`src/rtl/div_sequencer_if.sv`:
```
// ============================================================================
// Module      : div_sequencer_if
// Description : Bundle between the ID stage / PC logic and the divide
//               sequencer. The master side presents the decoded instruction
//               and PC pair; the slave side (div_sequencer) returns the
//               divider start, stall, HiLo write and resume controls plus
//               the captured PC pair.
//               Optional macro DIV_ZERO_TRAP_EN adds divisor_zero (master
//               to slave) and div_trap (slave to master).
// Ports       : instr_in, issue_valid, preJump, pc_in, pc_next_in  (to seq)
//               div_start, div_busy, stall_out, hilo_we, resume,
//               pc_hold, pc_next_hold                              (from seq)
// Revision    : 1.0 - initial release
// ============================================================================
`default_nettype none

interface div_sequencer_if;
    logic [31:0] instr_in;
    logic        issue_valid;
    logic        preJump;
    logic [31:0] pc_in;
    logic [31:0] pc_next_in;
    logic        div_start;
    logic        div_busy;
    logic        stall_out;
    logic        hilo_we;
    logic        resume;
    logic [31:0] pc_hold;
    logic [31:0] pc_next_hold;
`ifdef DIV_ZERO_TRAP_EN
    logic        divisor_zero;
    logic        div_trap;
`endif

    modport master (
        output instr_in, issue_valid, preJump, pc_in, pc_next_in,
`ifdef DIV_ZERO_TRAP_EN
        output divisor_zero,
        input  div_trap,
`endif
        input  div_start, div_busy, stall_out, hilo_we, resume,
        input  pc_hold, pc_next_hold
    );

    modport slave (
        input  instr_in, issue_valid, preJump, pc_in, pc_next_in,
`ifdef DIV_ZERO_TRAP_EN
        input  divisor_zero,
        output div_trap,
`endif
        output div_start, div_busy, stall_out, hilo_we, resume,
        output pc_hold, pc_next_hold
    );
endinterface

`default_nettype wire

```
`src/rtl/div_sequencer.sv`:
```
// ============================================================================
// Module      : div_sequencer
// Description : Sequences the multi-cycle divider from the ID stage. A DIV
//               in ID (IDLE state) fires a one-cycle div_start, stalls the
//               front end for DIV_CYCLES+1 cycles while the PC pair is held,
//               then pulses hilo_we and resume together for one cycle.
//               Optional macro DIV_ZERO_TRAP_EN: a DIV with divisor_zero set
//               raises div_trap for one cycle instead of starting.
// Ports       : clk    - system clock, rising edge
//               rst_n  - asynchronous active-low reset
//               bus    - div_sequencer_if.slave (instruction/PC in,
//                        divider/stall/HiLo/resume controls and PC hold out)
// Revision    : 1.0 - initial release
// ============================================================================
`default_nettype none

module div_sequencer #(
    parameter int unsigned DIV_CYCLES = 32,
    parameter logic [5:0]  FUNCT_DIV  = 6'd27,
    parameter int unsigned CNT_W      = 6
) (
    input  logic           clk,
    input  logic           rst_n,
    div_sequencer_if.slave bus
);

    typedef enum logic [1:0] {
        S_IDLE = 2'd0,
        S_RUN  = 2'd1,
        S_WB   = 2'd2
    } state_e;

    localparam logic [CNT_W-1:0] LAST_CNT = CNT_W'(DIV_CYCLES - 1);

    state_e            state_q, state_d;
    logic [CNT_W-1:0]  cnt_q, cnt_d;
    logic [31:0]       pc_hold_q, pc_hold_d;
    logic [31:0]       pc_next_hold_q, pc_next_hold_d;

    logic              is_div;
    logic              zero_trap;
    logic              div_start_c;
    logic              div_busy_c;
    logic              stall_c;
    logic              wb_c;

    // Only opcode and funct identify DIV; the register fields are the
    // datapath's concern.
    logic [19:0]       unused_instr_bits;
    assign unused_instr_bits = bus.instr_in[25:6];

    // rst_n gates issue so no pulse can leak out while reset is held.
    assign is_div = rst_n && bus.issue_valid && !bus.preJump
                 && (bus.instr_in[31:26] == 6'd0)
                 && (bus.instr_in[5:0] == FUNCT_DIV);

`ifdef DIV_ZERO_TRAP_EN
    assign zero_trap    = is_div && bus.divisor_zero;
    assign bus.div_trap = (state_q == S_IDLE) && zero_trap;
`else
    assign zero_trap    = 1'b0;
`endif

    always_ff @(posedge clk or negedge rst_n) begin
        if (!rst_n) begin
            state_q        <= S_IDLE;
            cnt_q          <= '0;
            pc_hold_q      <= '0;
            pc_next_hold_q <= '0;
        end else begin
            state_q        <= state_d;
            cnt_q          <= cnt_d;
            pc_hold_q      <= pc_hold_d;
            pc_next_hold_q <= pc_next_hold_d;
        end
    end

    always_comb begin
        state_d        = state_q;
        cnt_d          = cnt_q;
        pc_hold_d      = pc_hold_q;
        pc_next_hold_d = pc_next_hold_q;
        div_start_c    = 1'b0;
        div_busy_c     = 1'b0;
        stall_c        = 1'b0;
        wb_c           = 1'b0;
        case (state_q)
            S_IDLE: begin
                // A trapped divide-by-zero leaves the pipeline untouched.
                if (is_div && !zero_trap) begin
                    div_start_c    = 1'b1;
                    stall_c        = 1'b1;
                    pc_hold_d      = bus.pc_in;
                    pc_next_hold_d = bus.pc_next_in;
                    cnt_d          = '0;
                    state_d        = S_RUN;
                end
            end
            S_RUN: begin
                stall_c    = 1'b1;
                div_busy_c = 1'b1;
                if (cnt_q == LAST_CNT) begin
                    cnt_d   = '0;
                    state_d = S_WB;
                end else begin
                    cnt_d = cnt_q + 1'b1;
                end
            end
            S_WB: begin
                // The same DIV still sits in ID, so is_div is not looked at
                // here; the front end resumes on the next cycle.
                div_busy_c = 1'b1;
                wb_c       = 1'b1;
                state_d    = S_IDLE;
            end
            default: begin
                state_d = S_IDLE;
            end
        endcase
    end

    assign bus.div_start    = div_start_c;
    assign bus.div_busy     = div_busy_c;
    assign bus.stall_out    = stall_c;
    assign bus.hilo_we      = wb_c;
    assign bus.resume       = wb_c;
    assign bus.pc_hold      = pc_hold_q;
    assign bus.pc_next_hold = pc_next_hold_q;

`ifndef SYNTHESIS
    a_cnt_fits : assert property (@(posedge clk) disable iff (!rst_n)
        (2 ** CNT_W) > DIV_CYCLES);
    a_cnt_range : assert property (@(posedge clk) disable iff (!rst_n)
        cnt_q <= LAST_CNT);
`endif

endmodule

`default_nettype wire

```
`src/flat_wrapper.sv`:
```
// flat-port wrapper written by rule: the top's interface ports become plain ports
module div_sequencer_flat 
#(
    parameter int unsigned DIV_CYCLES = 32,
    parameter logic [5:0]  FUNCT_DIV  = 6'd27,
    parameter int unsigned CNT_W      = 6
)
  (clk, rst_n, bus_instr_in, bus_issue_valid, bus_preJump, bus_pc_in, bus_pc_next_in, bus_div_start, bus_div_busy, bus_stall_out, bus_hilo_we, bus_resume, bus_pc_hold, bus_pc_next_hold);
  div_sequencer_if bus_i ();
  input  logic clk;
  input  logic rst_n;
  input wire logic [$bits(bus_i.instr_in)-1:0] bus_instr_in;
  input wire logic [$bits(bus_i.issue_valid)-1:0] bus_issue_valid;
  input wire logic [$bits(bus_i.preJump)-1:0] bus_preJump;
  input wire logic [$bits(bus_i.pc_in)-1:0] bus_pc_in;
  input wire logic [$bits(bus_i.pc_next_in)-1:0] bus_pc_next_in;
  output wire logic [$bits(bus_i.div_start)-1:0] bus_div_start;
  output wire logic [$bits(bus_i.div_busy)-1:0] bus_div_busy;
  output wire logic [$bits(bus_i.stall_out)-1:0] bus_stall_out;
  output wire logic [$bits(bus_i.hilo_we)-1:0] bus_hilo_we;
  output wire logic [$bits(bus_i.resume)-1:0] bus_resume;
  output wire logic [$bits(bus_i.pc_hold)-1:0] bus_pc_hold;
  output wire logic [$bits(bus_i.pc_next_hold)-1:0] bus_pc_next_hold;
  assign bus_i.instr_in = bus_instr_in;
  assign bus_i.issue_valid = bus_issue_valid;
  assign bus_i.preJump = bus_preJump;
  assign bus_i.pc_in = bus_pc_in;
  assign bus_i.pc_next_in = bus_pc_next_in;
  assign bus_div_start = bus_i.div_start;
  assign bus_div_busy = bus_i.div_busy;
  assign bus_stall_out = bus_i.stall_out;
  assign bus_hilo_we = bus_i.hilo_we;
  assign bus_resume = bus_i.resume;
  assign bus_pc_hold = bus_i.pc_hold;
  assign bus_pc_next_hold = bus_i.pc_next_hold;
  div_sequencer #(.DIV_CYCLES(DIV_CYCLES), .FUNCT_DIV(FUNCT_DIV), .CNT_W(CNT_W)) u_core (.clk(clk), .rst_n(rst_n), .bus(bus_i));
endmodule
```
`config.mk`:
```
export PLATFORM = sky130hd
export DESIGN_NAME = div_sequencer_flat
export DESIGN_NICKNAME = d
export VERILOG_FILES = /design/src/rtl/div_sequencer_if.sv /design/src/rtl/div_sequencer.sv /design/src/flat_wrapper.sv
export SDC_FILE = /design/constraint.sdc
export NUM_CORES = 1
export LEC_CHECK = 0
export CORE_ASPECT_RATIO = 0.6
export CORE_MARGIN = 5
export CORE_UTILIZATION = 30
export CTS_CLUSTER_SIZE = 20
export DETAILED_ROUTE_END_ITERATION = 10
export GPL_ROUTABILITY_DRIVEN = 0
export PLACE_DENSITY = 0.65
export SETUP_SLACK_MARGIN = 0.5
export SYNTH_ARGS = -nofsm -noshare
export SYNTH_HDL_FRONTEND = slang
export SYNTH_SLANG_ARGS = --single-unit
```
`constraint.sdc`:
```
create_clock -name clk -period 2.45 [get_ports clk]
set_input_delay 0.49 -clock clk [delete_from_list [all_inputs] [get_ports clk]]
set_output_delay 0.49 -clock clk [all_outputs]
set_load 0.005 [all_outputs]
```
==> flow_summary.yaml <==
run_status:
  status: "finished clean"
critical_path:
  crit_required_ps: 1960
  start_kind: "flip-flop"
  crit_chain: "inv_2 > ha_4 > and4b_2 > nand4_4 > buf_6 > inv_2 > buf_6"
  max_stage_delay_ps: 400
  crit_fanout: 3
  crit_arrival_ps: 1580
  cp_num_buf_inv: 4
  critical_path.top_delay_family: "flip-flops"
  cpMaxStageDelayCell: "dfrtp_1"
  worstSetupPathType: "reg2out"
  end_kind: "output port"
sta:
  drv_slew: 0
  grt_setup_unrepaired: "true"
  setup_violations: 0
  fmax_mhz: 484
  setup_tns_ps: 0
  setup_slack_ps: 383
  worstMarginPinSlew_ps: 909
  period_share: 0.844
  clock_skew_ps: 4.41
  max_slew_margin: 0.394
  period_needed_ps: 2070
  hold_violations: 0
routing:
  ant_nets: 0
  dr_total_vias: 2276
  drc: 0
  firstDrtPassIters: 4
  routedWlPerCell_um: 17.0
  wl_um: 8600
  via_per_inst: 4.51
  drt_iter0_drc: 62
power_and_ir_drop:
  p_clk_frac: 0.360
  pwr-share-seq: 0.412
  powerDensity_nw_per_um2: 607
  switching_share: 0.258
  switchingPower_w: 0.000811
  comb_power_share: 0.228
  p_leak_nw: 2.49
  peakVddDrop_mv: 0.290
  intPower_w: 0.00234
logic_synthesis:
  seq_area_frac_synth: 0.600
  avgSynthCellArea_um2: 16.1
  ys_ff_latch: 72
  yosys-top-cells-area: "dfrtp_1 60%, mux2_2 18%, mux2_4 8.5%, ha_1 2.1%, buf_6 1.1%"
  synth_fp_nets: 292
  syn_inst: 187
  synth_top_area_share: 0.600
  synthDistinctLibCells: 31
  synth_area_um2: 3000
  ys_warn_count: 0
  yosys.area.top_type: "dfrtp_1"
global_routing:
  grt_usage: 0.136
  antenna_found_initial: 0
  grt_pass1_vias: 2351
  grt_max_degree: 73
  grt-ovfl-total: 0
  grt_pass1_wl_um: 12800
die:
  fp.dieW_um: 139
  initial_core_util: 0.306
  die_area_um2: 12200
  core-area_um2: 9810
  rows: 28
  io-pin-count: 169
  die_height_um: 87.5
min_path:
  hold_path_class: "in2async"
flow_run:
  drv_cap: 0
clocking:
  cts_made_buffers: 9
  clk_pin_slew_ps: 50
  cts_buffer_depth: 2
  clock_sinks: 72
  cts_hold_buffers: 0
  clkLatencyLatePin_ps: 320
  cts_tree: "done"
  htree_levels: 3
  root_buffer: "clkbuf_16"
placed_design:
  place_ws_ps: -115
  dp_hpwl_um: 5740
  port_buffers: 148
final_layout:
  nFillCells: 821
  drive_gt1_frac: 0.330
  finalNetCount: 471
  diodes: 0
  area_growth_syn_to_layout_pct: 72.8
metrics by stage:
| step | cells | hold WS, ps | power [W] | cell area (um^2) | utilization |
|---|---|---|---|---|---|
| floorplan | 187 | 194 | 0.00156 | 3000 | - |
| global placement | 470 | 465 | 0.00184 | 4660 | 0.475 |
| detailed placement | 470 | 471 | 0.00186 | 4660 | 0.475 |
| CTS | 496 | 462 | 0.00311 | 5060 | 0.516 |
| global route | 505 | 501 | 0.00333 | 5190 | 0.529 |
| finish | 505 | 416 | 0.00315 | 5190 | 0.529 |
cells in the mapped netlist:
| master | instances |
|---|---|
| buf_2 | 4 |
| nor4_4 | 1 |
| a32o_1 | 1 |
| o21bai_1 | 1 |
| a2111oi_0 | 1 |
| o21ai_0 | 2 |
| nand2b_1 | 1 |
| nor3_1 | 1 |
| and4b_1 | 1 |
| nor2b_1 | 1 |
| o41ai_1 | 1 |
| and3_1 | 2 |
| mux2_2 | 48 |
| nand3b_1 | 2 |
| inv_1 | 4 |
| a41oi_2 | 1 |
| buf_6 | 3 |
| a21o_1 | 1 |
| mux2i_1 | 1 |
| nand3_1 | 3 |
| a211o_1 | 2 |
| buf_4 | 1 |
| mux2_4 | 17 |
| dfrtp_1 | 72 |
| o2bb2ai_1 | 1 |
| and4bb_2 | 2 |
| nand2_1 | 4 |
| ha_1 | 5 |
| nand4_2 | 1 |
| a31oi_1 | 1 |
| a21bo_2 | 1 |
sequential cells by signal, summed over array words and instances, names as in the netlist:
name                     cells
u_core.state_q               2
u_core.bus.pc_hold          32
u_core.bus.pc_next_hold     32
u_core.cnt_q                 6
area by class of cell:
cell class,instances,area [um^2],area share
sequential,72,1800,0.347
clock buffer,11,233,0.0449
tap,135,169,0.0326
timing repair buffer,175,1750,0.337
clock inverter,4,22.5,0.00434
multi-input combinational,104,1200,0.231
inverter,4,15.0,0.00290
path summary, 6_finish.rpt:
check	cells past startpoint	from	slack, ps	to
max in group asynchronous	2	rst_n	1440	u_core.cnt_q[3]$_DFFE_PN0P_
min	2	rst_n	420	u_core.bus.pc_next_hold[15]$_DFFE_PN0P_
max	7	u_core.state_q[0]$_DFFE_PN0P_	380	bus_div_start
min in group clk	1	u_core.cnt_q[5]$_DFFE_PN0P_	480	u_core.cnt_q[5]$_DFFE_PN0P_
min reg2reg	1	u_core.cnt_q[5]$_DFFE_PN0P_	480	u_core.cnt_q[5]$_DFFE_PN0P_
max reg2reg	9	u_core.state_q[0]$_DFFE_PN0P_	440	u_core.state_q[0]$_DFFE_PN0P_
metal layers:
metal	GRT usage	vias to the layer above	part of all wire
li1	-	1045	-
met1	0.172	1124	0.46
met2	0.203	100	0.45
met3	0.0746	7	0.089
met4	0.0337	0	0.0084
met5	0	-	0
cells by family after synthesis:
group / count (synthesis) / share of synthesized area
AOI/OAI and AO/OA: 13 / 0.0371
adders and majority gates: 5 / 0.0208
buffers and inverters: 12 / 0.0254
DFF: 72 / 0.600
muxes: 66 / 0.268
and+or+nand+nor: 19 / 0.0479
what timing repair did:
action / in CTS / in global routing
pin swaps: 8 / 4
resized for setup: 40 / 7
buffers inserted: 10 / 5
setup endpoints to repair: 54 / 73
gates cloned: 1 / 4
worst register-to-register path: cells and delay by family, from the launching register on:
family | cells | cell delay (ps)
AO/OA/AOI/OAI | 1 | 210
adder cells (fa/ha/maj) | 1 | 130
buffers and inverters | 4 | 540
flip-flops | 1 | 400
multiplexers | 1 | 260
AND/OR/NAND/NOR | 2 | 360
power by group through the flow:
stage               clock network, W  registers [W]  logic, W
finish                       0.00113        0.00130  0.000718
global route                 0.00124        0.00130  0.000792
CTS                          0.00119        0.00129  0.000631
detailed placement                 0        0.00131  0.000554
global placement                   0        0.00130  0.000541
floorplan                          0        0.00130  0.000264
cells in the final DEF, fill, tap and decap left out, types with 3 or more instances in the layout:
cell type | synthesis | layout
nand2_1 | 4 | 4
dlygate4sd2_1 | 0 | 16
buf_4 | 1 | 20
mux2_4 | 17 | 17
nand3_1 | 3 | 3
clkbuf_16 | 0 | 10
ha_1 | 5 | 4
clkinv_2 | 0 | 3
mux2_2 | 48 | 48
inv_2 | 0 | 4
clkdlybuf4s50_1 | 0 | 129
buf_6 | 3 | 4
dfrtp_1 | 72 | 72
(Power assumes the default switching activity.)
